`src/rtl/rast_pkg.sv`:
```
// Shared rasterizer types: iterator state, MSAA step selection and the bounding box type.
package rast_pkg;

  localparam int RAST_SIGFIG = 24;
  localparam int RAST_RADIX  = 10;
  localparam int RAST_VERTS  = 3;
  localparam int RAST_AXIS   = 3;
  localparam int RAST_COLORS = 3;

  typedef enum logic {
    ST_WAIT = 1'b0,
    ST_TEST = 1'b1
  } iter_state_e;

  // One-hot MSAA codes and the right-shift applied to a full pixel step
  localparam logic [3:0] SS_1X  = 4'b1000;
  localparam logic [3:0] SS_4X  = 4'b0100;
  localparam logic [3:0] SS_16X = 4'b0010;
  localparam logic [3:0] SS_64X = 4'b0001;

  localparam logic [1:0] SHIFT_1X  = 2'd0;
  localparam logic [1:0] SHIFT_4X  = 2'd1;
  localparam logic [1:0] SHIFT_16X = 2'd2;
  localparam logic [1:0] SHIFT_64X = 2'd3;

  // [0] = lower-left (x,y), [1] = upper-right (x,y); inner [0] = x, [1] = y
  typedef logic signed [1:0][1:0][RAST_SIGFIG-1:0] box_t;

  function automatic logic [1:0] step_shift(input logic [3:0] ss);
    logic [1:0] sh;
    case (ss)
      SS_1X:   sh = SHIFT_1X;
      SS_4X:   sh = SHIFT_4X;
      SS_16X:  sh = SHIFT_16X;
      SS_64X:  sh = SHIFT_64X;
      default: sh = SHIFT_1X;
    endcase
    return sh;
  endfunction

endpackage

```
`src/rtl/sample_iter_step.sv`:
```
// Combinational raster-order stepper: next (x,y) inside the box and a flag for the final sample.
module sample_iter_step #(
  parameter int SIGFIG = 24
) (
  input  logic [1:0][SIGFIG-1:0]      i_sample,
  input  logic [1:0][1:0][SIGFIG-1:0] i_box,
  input  logic [SIGFIG-1:0]           i_step,
  output logic [1:0][SIGFIG-1:0]      o_next,
  output logic                        o_last
);

  logic [SIGFIG:0] w_x_sum;
  logic [SIGFIG:0] w_y_sum;
  logic            w_x_end;
  logic            w_y_end;
  logic            w_unused_carry;

  // Equality against the upper-right corner ends a row, so the carry never matters
  assign w_x_sum = {i_sample[0][SIGFIG-1], i_sample[0]} + {1'b0, i_step};
  assign w_y_sum = {i_sample[1][SIGFIG-1], i_sample[1]} + {1'b0, i_step};
  assign w_unused_carry = w_x_sum[SIGFIG] ^ w_y_sum[SIGFIG];

  assign w_x_end = (i_sample[0] == i_box[1][0]);
  assign w_y_end = (i_sample[1] == i_box[1][1]);
  assign o_last  = w_x_end & w_y_end;

  always_comb begin
    o_next = i_sample;
    if (!w_x_end) begin
      o_next[0] = w_x_sum[SIGFIG-1:0];
    end else if (!w_y_end) begin
      o_next[0] = i_box[0][0];
      o_next[1] = w_y_sum[SIGFIG-1:0];
    end
  end

endmodule

```
`src/rtl/sample_iter.sv`:
```
// Sample iterator: latches one boxed triangle, walks its samples in raster order (first sample one cycle after accept).
// halt_RnnnnL=0 freezes all state; SAMPLE_ITER_BACK_TO_BACK_EN lets the next triangle load on the last-sample edge.
module sample_iter
  import rast_pkg::*;
#(
  parameter int SIGFIG = RAST_SIGFIG,
  parameter int RADIX  = RAST_RADIX,
  parameter int VERTS  = RAST_VERTS,
  parameter int AXIS   = RAST_AXIS,
  parameter int COLORS = RAST_COLORS
) (
  input  logic                                        clk,
  input  logic                                        rst,
  input  logic signed [VERTS-1:0][AXIS-1:0][SIGFIG-1:0] tri_R13S,
  input  logic        [COLORS-1:0][SIGFIG-1:0]          color_R13U,
  input  logic signed [1:0][1:0][SIGFIG-1:0]            box_R13S,
  input  logic                                        validTri_R13H,
  input  logic [3:0]                                  subSample_RnnnnU,
  input  logic                                        halt_RnnnnL,
  output logic                                        halt_R13L,
  output logic signed [VERTS-1:0][AXIS-1:0][SIGFIG-1:0] tri_R14S,
  output logic        [COLORS-1:0][SIGFIG-1:0]          color_R14U,
  output logic signed [1:0][SIGFIG-1:0]                 sample_R14S,
  output logic                                        validSamp_R14H
);

  localparam logic [SIGFIG-1:0] STEP_FULL = SIGFIG'(1) << RADIX;

  iter_state_e r_state;
  iter_state_e w_state_nxt;

  logic signed [VERTS-1:0][AXIS-1:0][SIGFIG-1:0] r_tri;
  logic signed [VERTS-1:0][AXIS-1:0][SIGFIG-1:0] w_tri_nxt;
  logic        [COLORS-1:0][SIGFIG-1:0]          r_color;
  logic        [COLORS-1:0][SIGFIG-1:0]          w_color_nxt;
  logic signed [1:0][1:0][SIGFIG-1:0]            r_box;
  logic signed [1:0][1:0][SIGFIG-1:0]            w_box_nxt;
  logic signed [1:0][SIGFIG-1:0]                 r_sample;
  logic signed [1:0][SIGFIG-1:0]                 w_sample_nxt;

  logic [1:0]              w_shift;
  logic [SIGFIG-1:0]       w_step;
  logic [1:0][SIGFIG-1:0]  w_step_next;
  logic                    w_last;
  logic                    w_in_legal;
  logic                    w_load;

  assign w_shift = step_shift(subSample_RnnnnU);
  assign w_step  = STEP_FULL >> w_shift;

  // A box with ur below ll on either axis holds no samples
  assign w_in_legal = ($signed(box_R13S[1][0]) >= $signed(box_R13S[0][0])) &&
                      ($signed(box_R13S[1][1]) >= $signed(box_R13S[0][1]));

  sample_iter_step #(
    .SIGFIG (SIGFIG)
  ) u_step (
    .i_sample (r_sample),
    .i_box    (r_box),
    .i_step   (w_step),
    .o_next   (w_step_next),
    .o_last   (w_last)
  );

  always_ff @(posedge clk) begin
    if (rst) begin
      r_state <= ST_WAIT;
    end else begin
      r_state <= w_state_nxt;
    end
  end

  always_comb begin
    w_state_nxt = r_state;
    w_load      = 1'b0;
    case (r_state)
      ST_WAIT: begin
        if (validTri_R13H && w_in_legal) begin
          w_load      = 1'b1;
          w_state_nxt = ST_TEST;
        end
      end
      ST_TEST: begin
        if (halt_RnnnnL && w_last) begin
`ifdef SAMPLE_ITER_BACK_TO_BACK_EN
          if (validTri_R13H && w_in_legal) begin
            w_load = 1'b1;
          end else begin
            w_state_nxt = ST_WAIT;
          end
`else
          w_state_nxt = ST_WAIT;
`endif
        end
      end
      default: w_state_nxt = ST_WAIT;
    endcase
  end

  always_comb begin
    w_tri_nxt    = r_tri;
    w_color_nxt  = r_color;
    w_box_nxt    = r_box;
    w_sample_nxt = r_sample;
    if (w_load) begin
      w_tri_nxt    = tri_R13S;
      w_color_nxt  = color_R13U;
      w_box_nxt    = box_R13S;
      w_sample_nxt = box_R13S[0];
    end else if (r_state == ST_TEST && halt_RnnnnL && !w_last) begin
      w_sample_nxt = w_step_next;
    end
  end

  always_ff @(posedge clk) begin
    if (rst) begin
      r_tri    <= '0;
      r_color  <= '0;
      r_box    <= '0;
      r_sample <= '0;
    end else begin
      r_tri    <= w_tri_nxt;
      r_color  <= w_color_nxt;
      r_box    <= w_box_nxt;
      r_sample <= w_sample_nxt;
    end
  end

`ifdef SAMPLE_ITER_BACK_TO_BACK_EN
  assign halt_R13L = (r_state == ST_WAIT) || (w_last && halt_RnnnnL);
`else
  assign halt_R13L = (r_state == ST_WAIT);
`endif

  assign validSamp_R14H = (r_state == ST_TEST);
  assign tri_R14S       = r_tri;
  assign color_R14U     = r_color;
  assign sample_R14S    = r_sample;

endmodule

```
`config.mk`:
```
export PLATFORM = sky130hd
export DESIGN_NAME = sample_iter
export DESIGN_NICKNAME = d
export VERILOG_FILES = /design/src/rtl/rast_pkg.sv /design/src/rtl/sample_iter_step.sv /design/src/rtl/sample_iter.sv
export SDC_FILE = /design/constraint.sdc
export NUM_CORES = 1
export LEC_CHECK = 0
export CAP_MARGIN = 20
export CORE_AREA = 2 2 286 288
export CTS_BUF_LIST = sky130_fd_sc_hd__clkbuf_16
export CTS_CLUSTER_SIZE = 16
export DETAILED_ROUTE_END_ITERATION = 8
export DIE_AREA = 0 0 288 290
export MAX_ROUTING_LAYER = met4
export PLACE_DENSITY = 0.54
export SYNTH_ARGS = -nofsm -noshare
export SYNTH_HDL_FRONTEND = slang
export SYNTH_SLANG_ARGS = --single-unit
```
`constraint.sdc`:
```
create_clock -name clk -period 10.4 [get_ports clk]
set_input_delay 2.08 -clock clk [delete_from_list [all_inputs] [get_ports clk]]
set_output_delay 2.08 -clock clk [all_outputs]
set_load 0.01 [all_outputs]
```
==> flow_metrics.tcl, run 1 <==
set metrics [dict create \
    netlist_instances 2171 \
    cts_setup_buffers 0 \
    final_nets 3268 \
    max-vdd-ir-drop_v 0.0001024 \
    synth_edf_count 0 \
    num_io_pins 730 \
    antenna_found_initial 12 \
    cts_sinks 409 \
    htree_levels 2 \
    fin_crit_ns 6.343 \
    firstDrtPassIters 7 \
    cp_slowest_stage_delay_ns 0.83 \
    whs_endpoint "r_box[2]" \
    syn_nets 2621 \
    arrival_ns 6.84 \
    numCtsBuffers 51 \
    worstHoldStart "r_box[2]" \
    netlist_area_mm2 0.01696 \
    clock_latency_ns 0.60 \
    drtIter0Drc 650 \
    die_h_um 290 \
    cts_resized 0 \
    track_usage_pct 16.67 \
    nFillCells 8587 \
    critPathSlowestCell "buf_4" \
    start_util_pct 21.16 \
    overflow 0 \
    layout_common_cells "780 x nand2_1, 728 x clkdlybuf4s50_1, 426 x a21oi_1" \
    core-area_mm2 0.08016 \
    setup_violations 0 \
    min_period_over_period_pct 60.99 \
    rrSetupSlack_ns 6.59 \
    final_cells 3929 \
    grt_max_degree 154 \
    final_antenna_net_count 0 \
    worst-setup-path-type "input pin to flip-flop" \
    tns_ns 0 \
    path_delay_family "compound AO/OA/AOI/OAI gates" \
    synth_warnings 0 \
    fmax_ghz 0.1577 \
    drive_gt1_share_pct 3.674 \
    p_per_area_mw_per_mm2 159.7 \
    worst-path-buf-inv 3 \
    crit_path_frequent_cell "a21oi_1" \
    finalHoldViolCount 0 \
    layout_commonest_cell "nand2_1" \
    status "complete, no violations" \
    critPathLaunchType "input pin" \
    grt_pass1_vias 16354 \
    syn-mean-instance-area_um2 7.813 \
    startpoint "box_R13S[23]" \
    ys_types 51 \
    ys_top_cells_by_area "dfxtp_1 48%, nand2_1 17%, a21oi_1 13%" \
    synth_top_area_share_pct 48.27 \
    r2r_cells 8 \
    fin_skew_ns 0.03483 \
    slew_viol_final 0 \
    path_max_fanout 88 \
    place_area_mm2 0.02510 \
    synth_ff_type "dfxtp_1" \
    hpwl_um 51930 \
    wl_per_cell_um 18.01 \
    hold_ws_ns 0.4513 \
    final_area_mm2 0.02673 \
    die_x_um 288 \
    cp.required_ns 10.90 \
    p_leak_nw 9.395 \
    hp-class "flip-flop to flip-flop" \
    path_clk_slew_ns 0.05 \
    syn2layout_area_growth_pct 57.56 \
    synth_area_leader_cell "dfxtp_1" \
    maxSlewHeadroom_pct 29.45 \
    clockBufferDepth 3 \
    timing.rr.end "sample_R14S[47]" \
    synth-seq-cells 409 \
    vias_per_cell 4.285 \
    drcViolationCount 0 \
    cp_cell_sequence "clkdlybuf4s50_1 -> inv_1 -> ha_1 -> nand4_1 -> nor4_1 -> a21o_1 -> o21ai_0 -> a21oi_1 -> o211a_4 -> buf_4 -> a22oi_1 -> a21oi_1" \
    tightest_slew_ns 1.058 \
    dp_cells 3825 \
    numPortBuffers 729 \
    synthArstFlopShare_pct 0 \
    drt_wl_total_um 70760 \
    std_cell_rows 104 \
    vias 16836 \
    cap_violations 0 \
    tritoncts "done" \
    gp_congestion 0.7827 \
    end_kind "flip-flop" \
    synth_sequential_area_ratio_pct 48.27 \
    rsz0062_at_grt "false" \
    r2r-start "sample_R14S[9]" \
    die_area_mm2 0.08352 \
    grt_pass1_wl_um 103500 \
    root_buffer "clkbuf_16" \
    hold_depth 2 \
    ctsHoldBuffers 0 \
]
==> cells by family after synthesis <==
kind of cell    Yosys count  synth area share (%)
flops                   409                 48.27
fa+ha+maj                58                 4.367
compound gates          504                 15.97
xor+xnor                 66                 3.408
simple gates            915                 21.78
mux                      16                0.9958
buf+inv                 203                 5.208
==> worst min-delay path, delay by kind of cell, from the launching register on <==
family             cells  cell delay (ns)
DFF                    1             0.30
and+or+nand+nor        1             0.05
AOI/OAI and AO/OA      1             0.05
==> cells in the mapped netlist, types with 3 or more instances <==
master / instances
nand2_1: 780
a21oi_1: 426
dfxtp_1: 409
clkbuf_1: 73
buf_2: 58
xnor2_1: 57
ha_1: 56
inv_1: 50
nand3_1: 32
nand4_1: 28
nor2_1: 26
nor3_1: 14
o21ai_0: 13
a31oi_1: 12
buf_4: 10
mux2i_1: 9
xor2_1: 9
buf_1: 8
a21o_1: 7
and3_1: 7
mux2_2: 7
a211o_1: 6
a2bb2oi_1: 6
a311oi_1: 6
nor4_1: 6
a211oi_1: 5
a22oi_1: 5
or3_1: 5
nor4b_1: 4
clkbuf_2: 3
nor2b_1: 3
o211ai_1: 3
o21a_1: 3
==> metal layers <==
metal	global-route usage (%)	part of all wire, %	vias to the layer above
met5	-	0	-
met4	4.701	2.3	0
met3	5.024	7.8	82
met2	27.78	48	543
met1	19.26	42	7712
li1	-	-	8499
==> stage by stage <==
step / power [mW] / utilization, % / worst slack, ns
CTS: 4.352 / 33.31 / 3.975
global route: 4.481 / 33.34 / 3.762
finish: 4.270 / 33.34 / 4.057
global placement: 2.593 / 31.31 / 3.325
floorplan: 2.130 / - / 5.531
detailed placement: 2.595 / 31.31 / 3.360
==> worst max path at each step <==
stage	endpoint	slack, ns	cells past startpoint
CTS	sample_R14S[31]	3.98	12
floorplan	sample_R14S[45]	5.53	10
global placement	r_box[91]	3.33	12
global route	sample_R14S[46]	3.76	12
detailed placement	sample_R14S[34]	3.36	12
finish	sample_R14S[46]	4.06	12
==> registers in the layout (all words and copies together), names as in the netlist <==
name	count
color_R14U	72
r_box	72
sample_R14S	48
tri_R14S	216
validSamp_R14H	1
==> final cells by class <==
| class | count | area [um2] | share of cell area, % |
|---|---|---|---|
| clock inverter | 42 | 326.6 | 1.222 |
| tap | 1060 | 1326 | 4.962 |
| sequential | 409 | 8188 | 30.64 |
| timing repair buffer | 747 | 7475 | 27.97 |
| inverter | 50 | 187.7 | 0.7022 |
| multi-input combinational | 1559 | 7920 | 29.63 |
| antenna | 11 | 27.53 | 0.1030 |
| clock buffer | 51 | 1276 | 4.775 |
==> where the power goes <==
part           switching [mW]  leakage (nW)  internal, mW
Combinational           0.417          5.25         0.396
Clock                   0.734         0.819         0.990
Sequential             0.0655          3.32          1.67
Note: power is estimated with default switching activity, not from simulation.
==> run 2: changes to the inputs <==
CORE_AREA = 2 2 284 286   (was 2 2 286 288)
DIE_AREA = 0 0 286 288   (was 0 0 288 290)
PLACE_DENSITY = 0.56   (was 0.54)
clock period = 5.6 ns   (was 10.4 ns; I/O delays follow)
==> flow_metrics.tcl, run 2 (same netlist as run 1, synthesis figures left out) <==
set metrics [dict create \
    status "complete, no violations" \
    antenna_found_initial 9 \
    layout_common_cells "780 x nand2_1, 728 x clkdlybuf4s50_1, 426 x a21oi_1" \
    die_h_um 288 \
    root_buffer "clkbuf_16" \
    die_x_um 286 \
    vias_per_cell 4.328 \
    numPortBuffers 729 \
    p_clk_share_pct 38.3 \
    grt_util_met2_pct 28.09 \
    slew_viol_final 0 \
    core-area_mm2 0.07964 \
    maxSlewHeadroom_pct 32.03 \
    critPathCapture "sample_R14S[6]" \
    vias 17094 \
    nFillCells 8486 \
    largest_reg_flops 216 \
    std_cell_rows 104 \
    setup_violations 0 \
    fmax_ghz 0.2084 \
    cap_violations 0 \
    layout_commonest_cell "nand2_1" \
    path_clk_slew_ns 0.06 \
    final_util_pct 33.78 \
    netSwitchingFraction_pct 28.86 \
    comb_power_share_pct 20.2 \
    cp.required_ns 6.11 \
    gp_congestion 0.8116 \
    final_antenna_net_count 0 \
    r2r-start "sample_R14S[9]" \
    hp-class "flip-flop to flip-flop" \
    final_area_mm2 0.02690 \
    finalHoldViolCount 0 \
    p_per_area_mw_per_mm2 288.6 \
    fin_crit_ns 4.797 \
    num_io_pins 730 \
    netSwitchingPower_mw 2.240 \
    grtUsageMet1_pct 20.01 \
    wl_per_cell_um 18.18 \
    die_area_mm2 0.08237 \
    startpoint "box_R13S[23]" \
    grt_max_degree 122 \
    final_nets 3298 \
    seqPwrFrac_pct 41.5 \
    rsz0062_at_grt "false" \
    end_kind "flip-flop" \
    tightest_slew_ns 1.020 \
    numCtsBuffers 49 \
    tritoncts "done" \
    path_max_fanout 42 \
    drive_gt1_share_pct 4.511 \
    top_usage_layer "met2" \
    htree_levels 2 \
    rrSetupSlack_ns 1.76 \
    worst-setup-path-type "input pin to flip-flop" \
    r2r_cells 8 \
    multi_input_area_mm2 0.007926 \
    overflow 0 \
    timing.rr.end "sample_R14S[47]" \
    syn2layout_area_growth_pct 58.60 \
    p_leak_nw 9.532 \
    cts_setup_buffers 0 \
    drcViolationCount 0 \
    ctsHoldBuffers 0 \
    clock_latency_ns 0.60 \
    use_met3_pct 4.913 \
    grt_pass1_wl_um 104100 \
    cell_internal_pwr_mw 5.523 \
    arrival_ns 5.31 \
    fin_skew_ns 0.01662 \
    drt_wl_total_um 71800 \
    cts_sinks 409 \
    ff_latch_area_mm2 0.008188 \
    max-vdd-ir-drop_v 0.0002126 \
    drtIter0Drc 691 \
    track_usage_pct 17.09 \
    tns_ns 0 \
    clockBufferDepth 3 \
    place_area_mm2 0.02543 \
    min_period_over_period_pct 85.67 \
    cts_resized 0 \
    hpwl_um 53930 \
    critPathLaunchType "input pin" \
    grt_pass1_vias 16557 \
    firstDrtPassIters 5 \
    start_util_pct 21.30 \
]
==> run 2: layer usage <==
metal,wire [um],share of wire [%]
met1,29910,42
met5,0,0
met4,2144,3.0
met3,5856,8.2
met2,33900,47
==> run 2: worst min path at each step <==
stage | from | endpoint | slack [ns] | cells after the start
2_1_floorplan | r_box[0] | r_box[0] | 0.43 | 2
3_3_place_gp | r_box[9] | r_box[9] | 0.44 | 2
3_5_place_dp | r_box[9] | r_box[9] | 0.44 | 2
4_1_cts | r_box[9] | r_box[9] | 0.45 | 2
5_1_grt | tri_R14S[122] | tri_R14S[122] | 0.46 | 2
6_report | tri_R14S[179] | tri_R14S[179] | 0.45 | 2
==> run 2: per-stage QoR <==
step	setup slack [ns]	std cells	power, mW	hold WS (ns)
after floorplan	1.691	2171	3.955	0.4329
after global placement	-0.04121	3857	4.870	0.4405
after detailed placement	-0.03910	3857	4.876	0.4438
after CTS	0.5805	3942	7.915	0.4524
after global routing	0.3724	3950	8.153	0.4642
final	0.8026	3950	7.764	0.4503
==> run 2: power groups by stage <==
stage | logic, mW | registers [mW] | clock network [mW]
2_1_floorplan | 0.627 | 3.33 | 0
3_3_place_gp | 1.59 | 3.28 | 0
3_5_place_dp | 1.59 | 3.29 | 0
4_1_cts | 1.60 | 3.22 | 3.09
5_1_grt | 1.72 | 3.25 | 3.19
6_report | 1.57 | 3.22 | 2.97
==> run 2: final cells by class <==
cell class,count,share of cell area (%)
clock inverter,35,0.7442
multi-input combinational,1559,29.46
clock buffer,50,4.651
inverter,50,0.6976
timing repair buffer,779,29.00
sequential,409,30.44
antenna,8,0.07442
tap,1060,4.930
==> run 2: worst max-delay path, cell delays in order <==
cell             delay, ns
clkdlybuf4s50_1       0.49
inv_1                 0.05
ha_1                  0.48
nand4_1               0.40
nor4_1                0.81
o211ai_1              0.30
a21oi_1               0.45
o211a_4               0.34
buf_12                0.24
buf_4                 0.29
nand2_1               0.09
a21oi_1               0.14
